File: src/rtl/vga_pkg.sv
// vga_pkg: XGA 1024x768@60 timing constants and monitor state type.
// Shared by vga_timing_monitor and vga_crc16.
package vga_pkg;

    localparam int   XGA_H_TOTAL  = 1344;
    localparam int   XGA_H_SYNC   = 136;
    localparam int   XGA_H_BP     = 160;
    localparam int   XGA_H_ACTIVE = 1024;
    localparam int   XGA_V_TOTAL  = 806;
    localparam int   XGA_V_SYNC   = 6;
    localparam int   XGA_V_BP     = 29;
    localparam int   XGA_V_ACTIVE = 768;
    localparam logic XGA_SYNC_POL = 1'b0;

    localparam logic [15:0] CRC_INIT = 16'hFFFF;
    localparam logic [15:0] CRC_POLY = 16'h1021;

    typedef enum logic [1:0] {
        SEARCH,
        MEASURE,
        LOCKED
    } mon_state_t;

endpackage

File: src/rtl/vga_crc16.sv
// vga_crc16: CRC-16-CCITT over one 12-bit pixel per clock, MSB first.
// Clear has priority over enable and reloads the init value.
module vga_crc16
    import vga_pkg::*;
(
    input  logic        clk,
    input  logic        rst_i,
    input  logic        clr_i,
    input  logic        en_i,
    input  logic [11:0] data_i,
    output logic [15:0] crc_o
);

    logic [15:0] crc_q;
    logic [15:0] crc_d;

    // Advance the running CRC by all 12 data bits in one cycle
    always_comb begin
        crc_d = crc_q;
        for (int i = 11; i >= 0; i--) begin
            if (crc_d[15] ^ data_i[i]) begin
                crc_d = {crc_d[14:0], 1'b0} ^ CRC_POLY;
            end else begin
                crc_d = {crc_d[14:0], 1'b0};
            end
        end
    end

    // CRC register: init on reset or clear, update on valid pixel
    always_ff @(posedge clk) begin
        if (rst_i || clr_i) begin
            crc_q <= CRC_INIT;
        end else if (en_i) begin
            crc_q <= crc_d;
        end
    end

    assign crc_o = crc_q;

endmodule

File: src/rtl/vga_timing_monitor.sv
// vga_timing_monitor: XGA sync checker and active-pixel republisher.
// Define VGA_MON_CRC_EN to add the per-frame CRC-16 on crc.
module vga_timing_monitor
    import vga_pkg::*;
#(
    parameter int   H_TOTAL  = XGA_H_TOTAL,
    parameter int   H_SYNC   = XGA_H_SYNC,
    parameter int   H_BP     = XGA_H_BP,
    parameter int   H_ACTIVE = XGA_H_ACTIVE,
    parameter int   V_TOTAL  = XGA_V_TOTAL,
    parameter int   V_SYNC   = XGA_V_SYNC,
    parameter int   V_BP     = XGA_V_BP,
    parameter int   V_ACTIVE = XGA_V_ACTIVE,
    parameter logic SYNC_POL = XGA_SYNC_POL
) (
    input  logic        clk,
    input  logic        rst,
    input  logic        hs,
    input  logic        vs,
    input  logic [3:0]  r,
    input  logic [3:0]  g,
    input  logic [3:0]  b,
    output logic        pix_valid,
    output logic [10:0] x,
    output logic [9:0]  y,
    output logic [11:0] rgb,
    output logic        locked,
    output logic        line_err,
    output logic        frame_err,
    output logic        frame_done,
    output logic [7:0]  err_count,
    output logic [15:0] crc
);

    localparam logic [10:0] HCNT_MAX = 11'h7FF;
    localparam logic [9:0]  VCNT_MAX = 10'h3FF;
    localparam logic [10:0] HS_LAST  = 11'(H_SYNC - 1);
    localparam logic [10:0] HT_LAST  = 11'(H_TOTAL - 1);
    localparam logic [10:0] HT_FULL  = 11'(H_TOTAL);
    localparam logic [10:0] H_START  = 11'(H_SYNC + H_BP);
    localparam logic [10:0] H_END    = 11'(H_SYNC + H_BP + H_ACTIVE);
    localparam logic [10:0] X_LAST   = 11'(H_ACTIVE - 1);
    localparam logic [9:0]  VT_LAST  = 10'(V_TOTAL - 1);
    localparam logic [9:0]  V_START  = 10'(V_SYNC + V_BP);
    localparam logic [9:0]  V_END    = 10'(V_SYNC + V_BP + V_ACTIVE);
    localparam logic [9:0]  Y_LAST   = 10'(V_ACTIVE - 1);

    // stage 1: registered pins
    logic        hs_q;
    logic        hs_prev_q;
    logic        vs_q;
    logic [11:0] rgb_in_q;

    // coordinate and checker state
    logic [10:0] hcnt_q, hcnt_d;
    logic [9:0]  vcnt_q, vcnt_d;
    logic        vs_last_q, vs_last_d;
    logic        hseen_q, hseen_d;
    logic        fseen_q, fseen_d;
    logic        lost_q, lost_d;
    mon_state_t  state_q, state_d;

    // stage 2: output registers
    logic        pix_valid_q, pix_valid_d;
    logic [10:0] x_q, x_d;
    logic [9:0]  y_q, y_d;
    logic [11:0] rgb_q, rgb_d;
    logic        line_err_q, line_err_d;
    logic        frame_err_q, frame_err_d;
    logic        frame_done_q, frame_done_d;
    logic [7:0]  err_count_q, err_count_d;

    logic hs_on;
    logic hs_was;
    logic vs_on;
    logic h_edge;
    logic h_fall;
    logic frame_start;
    logic act;
    logic any_err;
    logic [8:0] err_sum;

    assign hs_on       = (hs_q == SYNC_POL);
    assign hs_was      = (hs_prev_q == SYNC_POL);
    assign vs_on       = (vs_q == SYNC_POL);
    assign h_edge      = hs_on && !hs_was;
    assign h_fall      = !hs_on && hs_was;
    assign frame_start = h_edge && vs_on && !vs_last_q;
    assign any_err     = line_err_d || frame_err_d;

    // Register the pins once; idle sync level is deasserted
    always_ff @(posedge clk) begin
        if (rst) begin
            hs_q      <= ~SYNC_POL;
            hs_prev_q <= ~SYNC_POL;
            vs_q      <= ~SYNC_POL;
            rgb_in_q  <= '0;
        end else begin
            hs_q      <= hs;
            hs_prev_q <= hs_q;
            vs_q      <= vs;
            rgb_in_q  <= {r, g, b};
        end
    end

    // Recover counters for the stage-1 pixel and flag sync errors
    always_comb begin
        hcnt_d      = (hcnt_q == HCNT_MAX) ? hcnt_q : hcnt_q + 11'd1;
        vcnt_d      = vcnt_q;
        vs_last_d   = vs_last_q;
        hseen_d     = hseen_q;
        fseen_d     = fseen_q;
        lost_d      = lost_q;
        line_err_d  = 1'b0;
        frame_err_d = 1'b0;
        if (h_edge) begin
            hcnt_d    = '0;
            vs_last_d = vs_on;
            hseen_d   = 1'b1;
            lost_d    = 1'b0;
            // a lost line was already reported; skip its period
            if (hseen_q && !lost_q && hcnt_q != HT_LAST) begin
                line_err_d = 1'b1;
            end
            if (frame_start) begin
                vcnt_d  = '0;
                fseen_d = 1'b1;
                if (fseen_q && vcnt_q != VT_LAST) begin
                    frame_err_d = 1'b1;
                end
            end else begin
                vcnt_d = (vcnt_q == VCNT_MAX) ? vcnt_q : vcnt_q + 10'd1;
            end
        end else if (hseen_q && !lost_q && hcnt_d == HT_FULL) begin
            lost_d     = 1'b1;
            line_err_d = 1'b1;
        end
        if (h_fall && hseen_q && hcnt_q != HS_LAST) begin
            line_err_d = 1'b1;
        end
    end

    // Counter and checker state registers
    always_ff @(posedge clk) begin
        if (rst) begin
            hcnt_q    <= '0;
            vcnt_q    <= '0;
            vs_last_q <= 1'b0;
            hseen_q   <= 1'b0;
            fseen_q   <= 1'b0;
            lost_q    <= 1'b0;
        end else begin
            hcnt_q    <= hcnt_d;
            vcnt_q    <= vcnt_d;
            vs_last_q <= vs_last_d;
            hseen_q   <= hseen_d;
            fseen_q   <= fseen_d;
            lost_q    <= lost_d;
        end
    end

    // Lock FSM: an erroring frame start never advances the state
    always_comb begin
        state_d = state_q;
        unique case (state_q)
            SEARCH: begin
                if (frame_start && !any_err) state_d = MEASURE;
            end
            MEASURE: begin
                if (any_err) state_d = SEARCH;
                else if (frame_start) state_d = LOCKED;
            end
            LOCKED: begin
                if (any_err) state_d = SEARCH;
            end
            default: state_d = SEARCH;
        endcase
    end

    // Lock state register
    always_ff @(posedge clk) begin
        if (rst) begin
            state_q <= SEARCH;
        end else begin
            state_q <= state_d;
        end
    end

    // Active window, output beat, frame end and error tally
    always_comb begin
        act = (hcnt_d >= H_START) && (hcnt_d < H_END) &&
              (vcnt_d >= V_START) && (vcnt_d < V_END);
        pix_valid_d = act && (state_d == LOCKED);
        x_d         = pix_valid_d ? hcnt_d - H_START : '0;
        y_d         = pix_valid_d ? vcnt_d - V_START : '0;
        rgb_d       = pix_valid_d ? rgb_in_q : '0;
        frame_done_d = pix_valid_q && (x_q == X_LAST) && (y_q == Y_LAST);
        err_sum = {1'b0, err_count_q} + {8'd0, line_err_d}
                + {8'd0, frame_err_d};
        err_count_d = err_sum[8] ? 8'hFF : err_sum[7:0];
    end

    // Output registers
    always_ff @(posedge clk) begin
        if (rst) begin
            pix_valid_q  <= 1'b0;
            x_q          <= '0;
            y_q          <= '0;
            rgb_q        <= '0;
            line_err_q   <= 1'b0;
            frame_err_q  <= 1'b0;
            frame_done_q <= 1'b0;
            err_count_q  <= '0;
        end else begin
            pix_valid_q  <= pix_valid_d;
            x_q          <= x_d;
            y_q          <= y_d;
            rgb_q        <= rgb_d;
            line_err_q   <= line_err_d;
            frame_err_q  <= frame_err_d;
            frame_done_q <= frame_done_d;
            err_count_q  <= err_count_d;
        end
    end

`ifdef VGA_MON_CRC_EN
    logic [15:0] crc_run;
    logic [15:0] crc_q;

    vga_crc16 u_crc (
        .clk    (clk),
        .rst_i  (rst),
        .clr_i  (frame_start),
        .en_i   (act),
        .data_i (rgb_in_q),
        .crc_o  (crc_run)
    );

    // Hold the finished frame's CRC alongside frame_done
    always_ff @(posedge clk) begin
        if (rst) begin
            crc_q <= '0;
        end else if (frame_done_d) begin
            crc_q <= crc_run;
        end
    end

    assign crc = crc_q;
`else
    assign crc = 16'h0000;
`endif

    assign pix_valid  = pix_valid_q;
    assign x          = x_q;
    assign y          = y_q;
    assign rgb        = rgb_q;
    assign locked     = (state_q == LOCKED);
    assign line_err   = line_err_q;
    assign frame_err  = frame_err_q;
    assign frame_done = frame_done_q;
    assign err_count  = err_count_q;

endmodule
File: config.mk
export PLATFORM = sky130hd
export DESIGN_NAME = vga_timing_monitor
export DESIGN_NICKNAME = d
export VERILOG_FILES = /design/src/rtl/vga_pkg.sv /design/src/rtl/vga_crc16.sv /design/src/rtl/vga_timing_monitor.sv
export SDC_FILE = /design/constraint.sdc
export NUM_CORES = 1
export LEC_CHECK = 0
export CAP_MARGIN = 40
export CORE_ASPECT_RATIO = 1.4
export CORE_MARGIN = 8
export CORE_UTILIZATION = 50
export DETAILED_ROUTE_END_ITERATION = 16
export GPL_TIMING_DRIVEN = 1
export PLACE_DENSITY_LB_ADDON = 0.08
export REMOVE_ABC_BUFFERS = 1
export SLEW_MARGIN = 0
export SYNTH_ARGS = -nofsm -noshare
export SYNTH_HDL_FRONTEND = slang
export SYNTH_SLANG_ARGS = --single-unit
File: constraint.sdc
create_clock -name clk -period 4.51 [get_ports clk]
set_input_delay 0.902 -clock clk [delete_from_list [all_inputs] [get_ports clk]]
set_output_delay 0.902 -clock clk [all_outputs]
set_load 0.02 [all_outputs]
# After elaboration in Yosys (flattened, before gate mapping)
# Index checks and enable logic that the tools add are counted.
dict set report totals {
  regBits 87
  elab_cells 87
  input_bits 16
}
dict set report classes {
  addsub 6
  order_cmp 4
  n_bitwise 4
  eq_ne 11
  muxes 18
  reduce_logical 25
}
# op count
set op_table {}
lappend op_table {{$mux 10} 3}
lappend op_table {{$eq 11x11->1 const B} 2}
lappend op_table {{$mux 11} 2}
lappend op_table {{$eq 10x10->1 const B} 2}
lappend op_table {{$logic_and 1x1->1} 17}
lappend op_table {{$add 11x1->11 const B} 1}
lappend op_table {{$eq 11x10->1 const B} 1}
lappend op_table {{$ge 11x9->1 const B} 1}
lappend op_table {{$lt 11x11->1 const B} 1}
lappend op_table {{$ne 11x11->1 const B} 1}
lappend op_table {{$ne 11x8->1 const B} 1}
lappend op_table {{$sub 11x9->11 const B} 1}
lappend op_table {{$add 10x1->10 const B} 1}
lappend op_table {{$ge 10x6->1 const B} 1}
lappend op_table {{$lt 10x10->1 const B} 1}
lappend op_table {{$ne 10x10->1 const B} 1}
lappend op_table {{$sub 10x6->10 const B} 1}
lappend op_table {{$add 8x1->9} 1}
lappend op_table {{$add 9x1->9} 1}
lappend op_table {{$mux 2} 4}
lappend op_table {{$mux 8} 1}
lappend op_table {{$mux 1} 7}
lappend op_table {{$pmux 2 s3} 1}
lappend op_table {{$eq 2x2->1 const B} 2}
lappend op_table {{7 further kinds} 13}

# Logic depth before layout (Yosys ltp)
dict set report depth {
  word_depth 16
  depth_mapped 14
}

# Least setup slack after synthesis
# OpenSTA, ideal clock, no wires.
dict set report synth_timing {
  path_type {register to register}
  start {register hcnt_q[0]}
  end {register err_count_q[4] (netlist: err_count[4])}
  slack_ns 1.554
  setup_time_ns 0.132
  stages_incl_launch_ff 14
  arrival_time_ns 2.824
  n_path_buf 1
  required_time_ns 4.378
  cell_sequence {dfxtp_1 -> ha_1 -> nand4_1 -> or3_1 -> buf_2 -> a21oi_2 -> and4bb_2 -> a21boi_0 -> fa_1 -> inv_1 -> ha_1 -> nand3_1 -> xor2_1 -> a21oi_1}
}
dict set report synth_via {
  elab_chain_len 10
  word_cells_on_any_way 16
  cone_classes {add/sub (3); eq/ne (4); mux (6); reduce/logical (3)}
}
# element line
set synth_lines {}
lappend synth_lines {{from (decl)} vga_timing_monitor.sv:55} ;# logic [10:0] hcnt_q, hcnt_d;
lappend synth_lines {{from (signal assigned)} vga_timing_monitor.sv:153} ;# hcnt_q <= hcnt_d;
lappend synth_lines {{$add 11x1->11 / $eq 11x11->1 (equally long branches)} vga_timing_monitor.sv:108} ;# hcnt_d = (hcnt_q == HCNT_MAX) ? hcnt_q : hcnt_q + 11'd1;
lappend synth_lines {{$mux 11} vga_timing_monitor.sv:108}
lappend synth_lines {{$eq 11x11->1} vga_timing_monitor.sv:134} ;# end else if (hseen_q && !lost_q && hcnt_d == HT_FULL) begin
lappend synth_lines {{$logic_and 1x1->1} vga_timing_monitor.sv:134}
lappend synth_lines {{$mux 1} vga_timing_monitor.sv:134}
lappend synth_lines {{$mux 1} vga_timing_monitor.sv:116} ;# if (h_edge) begin
lappend synth_lines {{$mux 1 *} vga_timing_monitor.sv:138} ;# if (h_fall && hseen_q && hcnt_q != HS_LAST) begin
lappend synth_lines {{$add 8x1->9 *} vga_timing_monitor.sv:198} ;# err_sum = {1'b0, err_count_q} + {8'd0, line_err_d}
lappend synth_lines {{$add 9x1->9 *} vga_timing_monitor.sv:199} ;# + {8'd0, frame_err_d};
lappend synth_lines {{$mux 8 *} vga_timing_monitor.sv:200} ;# err_count_d = err_sum[8] ? 8'hFF : err_sum[7:0];
lappend synth_lines {{to (signal assigned)} vga_timing_monitor.sv:222} ;# err_count_q <= err_count_d;
lappend synth_lines {{to (decl)} vga_timing_monitor.sv:71} ;# logic [7:0] err_count_q, err_count_d;
# Every way passes the cells marked *; elsewhere a longest branch is shown, timed or not.
# A chain may end at the register's enable or synchronous reset.

# Final worst setup path
dict set report layout_timing {
  start {register hcnt_q[0]}
  end {register y_q[2] (netlist: y[2])}
}
dict set report layout_via {
  word_cells_on_any_way 30
  cone_classes {add/sub (1); order compare (2); eq/ne (5); mux (10); bitwise (1); reduce/logical (11)}
}
# element line
set layout_lines {}
lappend layout_lines {{$add 11x1->11 / $eq 11x11->1 (equally long branches)} vga_timing_monitor.sv:108}
lappend layout_lines {{$mux 11 *} vga_timing_monitor.sv:108}
lappend layout_lines {{$mux 11 *} vga_timing_monitor.sv:116}
lappend layout_lines {{via hcnt_d[3]} vga_timing_monitor.sv:55}
lappend layout_lines {{$ge 11x9->1 / $lt 11x11->1 (equally long branches)} vga_timing_monitor.sv:191} ;# act = (hcnt_d >= H_START) && (hcnt_d < H_END) &&
lappend layout_lines {{$logic_and 1x1->1 * (2 in a row)} vga_timing_monitor.sv:191}
lappend layout_lines {{$logic_and 1x1->1 *} vga_timing_monitor.sv:192} ;# (vcnt_d >= V_START) && (vcnt_d < V_END);
lappend layout_lines {{$logic_and 1x1->1 *} vga_timing_monitor.sv:193} ;# pix_valid_d = act && (state_d == LOCKED);
lappend layout_lines {{$not 1->1 (no source line) *} --}
lappend layout_lines {{$reduce_or 2->1 (no source line) *} --}
lappend layout_lines {{to (signal assigned)} vga_timing_monitor.sv:217} ;# y_q <= y_d;
lappend layout_lines {{to (decl)} vga_timing_monitor.sv:66} ;# logic [9:0] y_q, y_d;
# The timed path passes the listed nets; every way through them passes the cells marked *.

==> results.py <==
metrics = {
    "final_layout": {
        "fillers": 744,
        "utilization_pct": 60.92,
        "postLayoutCellArea_mm2": 0.005152,
        "syn_to_final_growth_pct": 20.44,
        "multi_input_area_mm2": 0.002240,
        "fin_nets": 536,
        "diodes": 0,
        "regArea_mm2": 0.001742,
        "drive_gt1_share_pct": 13.93,
    },
    "clocking": {
        "cts_resized": 0,
        "cts_tree": "done",
        "cts.sink_count": 87,
        "post-cts-setup-buffers": 0,
        "ctsHtreeMaxLevel": 3,
        "clk_pin_slew_ns": 0.07,
        "cts_buffers": 9,
        "worstSkewPairLatency_ns": 0.34,
        "cts_hold_buf": 0,
        "cts_root_buf": "clkbuf_16",
        "clockBufferDepth": 2,
    },
    "yosys": {
        "synth-edff-count": 0,
        "syn_area_mm2": 0.004278,
        "yosysMostFrequentCell": "dfxtp_1",
        "yosys-top-cells-area": "dfxtp_1 (41%), nor3_2 (6.8%), nor2_1 (3.2%)",
        "yosysTopAreaCell": "dfxtp_1",
        "async_reset_ff_share_pct": 0,
        "ys_top_cells_by_count": "dfxtp_1 (87), nor2_1 (37), nor3_2 (29)",
        "ys_types": 68,
        "synth_top_cell_area_share_pct": 40.71,
        "synth_cells": 461,
        "ys.flop_type": "dfxtp_1",
        "avgSynthCellArea_um2": 9.280,
        "yosysWarnings": 0,
        "synth-seq-cells": 87,
        "yosysSeqAreaShare_pct": 40.71,
    },
    "worst_setup_path": {
        "worstSetupPathType": "register to register",
        "crit_required_ns": 4.77,
        "startpoint_type": "register",
        "critical_path_arrival_ns": 3.94,
        "crit_path_max_fanout": 15,
        "reg2reg_depth": 13,
        "endpoint_kind": "register",
    },
    "placement": {
        "portBuffers": 61,
        "placed_area_mm2": 0.004866,
        "dp_hpwl_um": 7639,
        "gp_congestion": 0.9419,
    },
    "grt": {
        "grt.busiest_layer": "met2",
        "grt_first_pass_wirelength_um": 17070,
        "track_usage_pct": 17.88,
        "grt_use_met3_pct": 3.653,
        "grt_overflow": 0,
        "met1_usage_pct": 19.29,
        "grt_pass1_vias": 3487,
        "grt_use_met2_pct": 30.21,
        "grt_max_degree": 41,
        "antenna_found_initial": 0,
    },
    "timing": {
        "clock.fmax_mhz": 271.7,
        "rsz0062_at_grt": "false",
        "maxSlewHeadroom_pct": 51.92,
        "drv_slew": 0,
        "period_minus_slack_ns": 3.680,
        "worst_pin_slew_ns": 0.7119,
        "setup_viol": 0,
        "finalCritPeriodShare_pct": 81.60,
        "fin_setup_tns_ns": 0,
        "whs_ns": 0.4270,
        "skew_ns": 0.005693,
        "final-hold-violation-count": 0,
    },
    "drt": {
        "routed_wl_um": 10270,
        "via_per_inst": 5.688,
        "vias": 3538,
        "antenna_left": 0,
        "drc": 0,
        "drtIter0Drc": 160,
        "drtPass1Iterations": 4,
        "wire_per_inst_um": 16.51,
    },
    "pwr": {
        "leakage_nw": 1.770,
        "fin_total_pwr_mw": 1.590,
        "p_per_area_mw_per_mm2": 308.6,
        "peakVddDrop_v": 0.0002293,
    },
    "floorplanning": {
        "core-area_mm2": 0.008458,
        "die_w_um": 94.18,
        "row_count": 40,
        "io_pins": 78,
        "start_util_pct": 50.58,
        "die_area_mm2": 0.01181,
        "die_h_um": 125.4,
    },
    "outcome": {
        "outcome": "complete, no violations",
    },
    "run": {
        "maxCapViolations": 0,
    },
    "min_path": {
        "hold_depth": 2,
        "hold_class": "register to register",
    },
}
power breakdown:
part | internal (mW) | total [mW] | leakage, nW | switching (mW)
clock network | 0.386 | 0.719 | 0.141 | 0.333
registers | 0.780 | 0.789 | 0.706 | 0.00849
logic | 0.0319 | 0.0819 | 0.923 | 0.0499
total | 1.20 | 1.59 | 1.77 | 0.392
kinds of logic (layout without fill, tap and decap cells):
logic type,count (synthesis),in the layout,synth area share [%]
adders and majority gates,8,8,2.515
buffers and inverters,66,107,8.394
xor gates and xnor gates,21,21,4.299
AOI/OAI and AO/OA,79,79,13.66
muxes,5,5,1.228
DFF,87,87,40.71
other,1,16,0.08766
and+or+nand+nor,194,194,29.10
path summary, 6_finish.rpt:
check	start	end	slack (ns)
setup / recovery	hcnt_q[0]	y[2]	0.83
hold / removal	rgb_in_q[0]	rgb[0]	0.43
setup reg to reg	hcnt_q[0]	y[2]	0.83
hold reg to reg	rgb_in_q[0]	rgb[0]	0.43
area by class of cell:
cell class	count	share of cell area [%]
flip-flops and latches	87	33.80
inverters	22	1.603
multi-input cells	323	43.47
clock buffers	9	4.371
well taps	105	2.550
clock inverters	7	1.190
repair buffers	69	13.02
flip-flops by register name (all words and copies together) (netlist names):
register and count:
err_count 8, frame_done 1, frame_err 1, fseen_q 1, hcnt_q 11, hs_prev_q 1, hs_q 1, hseen_q 1
line_err 1, lost_q 1, pix_valid 1, rgb 12, rgb_in_q 12, state_q 2, vcnt_q 10, vs_last_q 1
vs_q 1, x 11, y 10
critical path, stage by stage, from the launching register on:
cell       delay, ns
dfxtp_1         0.42
ha_1            0.32
nand4_1         0.14
or3_1           0.51
and2_1          0.22
nor2_1          0.19
inv_1           0.07
ha_1            0.25
a211oi_1        0.19
o21bai_1        0.14
o2111ai_1       0.15
nand2_1         0.43
buf_4           0.38
nor3_2          0.18
layer usage:
layer / part of all wire (%) / wire, um
met1: 40 / 4082
met2: 51 / 5271
met3: 4.4 / 455
met4: 4.5 / 461
met5: 0 / 0
cells in the final DEF (no fill, tap or decap), types with 9 or more instances in the layout:
| master | netlist | layout |
|---|---|---|
| dfxtp_1 | 87 | 87 |
| a211oi_1 | 10 | 10 |
| conb_1 | 1 | 16 |
| inv_1 | 22 | 22 |
| nand4_1 | 12 | 12 |
| nor2_1 | 37 | 37 |
| a21oi_1 | 16 | 16 |
| o21ai_0 | 11 | 11 |
| nand3_1 | 9 | 9 |
| nand2_1 | 23 | 23 |
| xor2_1 | 10 | 10 |
| nor2b_1 | 22 | 22 |
| nor3_2 | 29 | 29 |
| xnor2_1 | 11 | 11 |
| clkdlybuf4s50_1 | 0 | 61 |
| nor3_1 | 12 | 12 |
| clkbuf_16 | 0 | 9 |
through the flow:
step	std cells	setup slack, ns
after floorplan	432	1.041
after global placement	606	0.9835
after detailed placement	606	0.8553
after CTS	622	0.8172
after global routing	622	0.4297
final	622	0.8298
(Power assumes the default switching activity.)
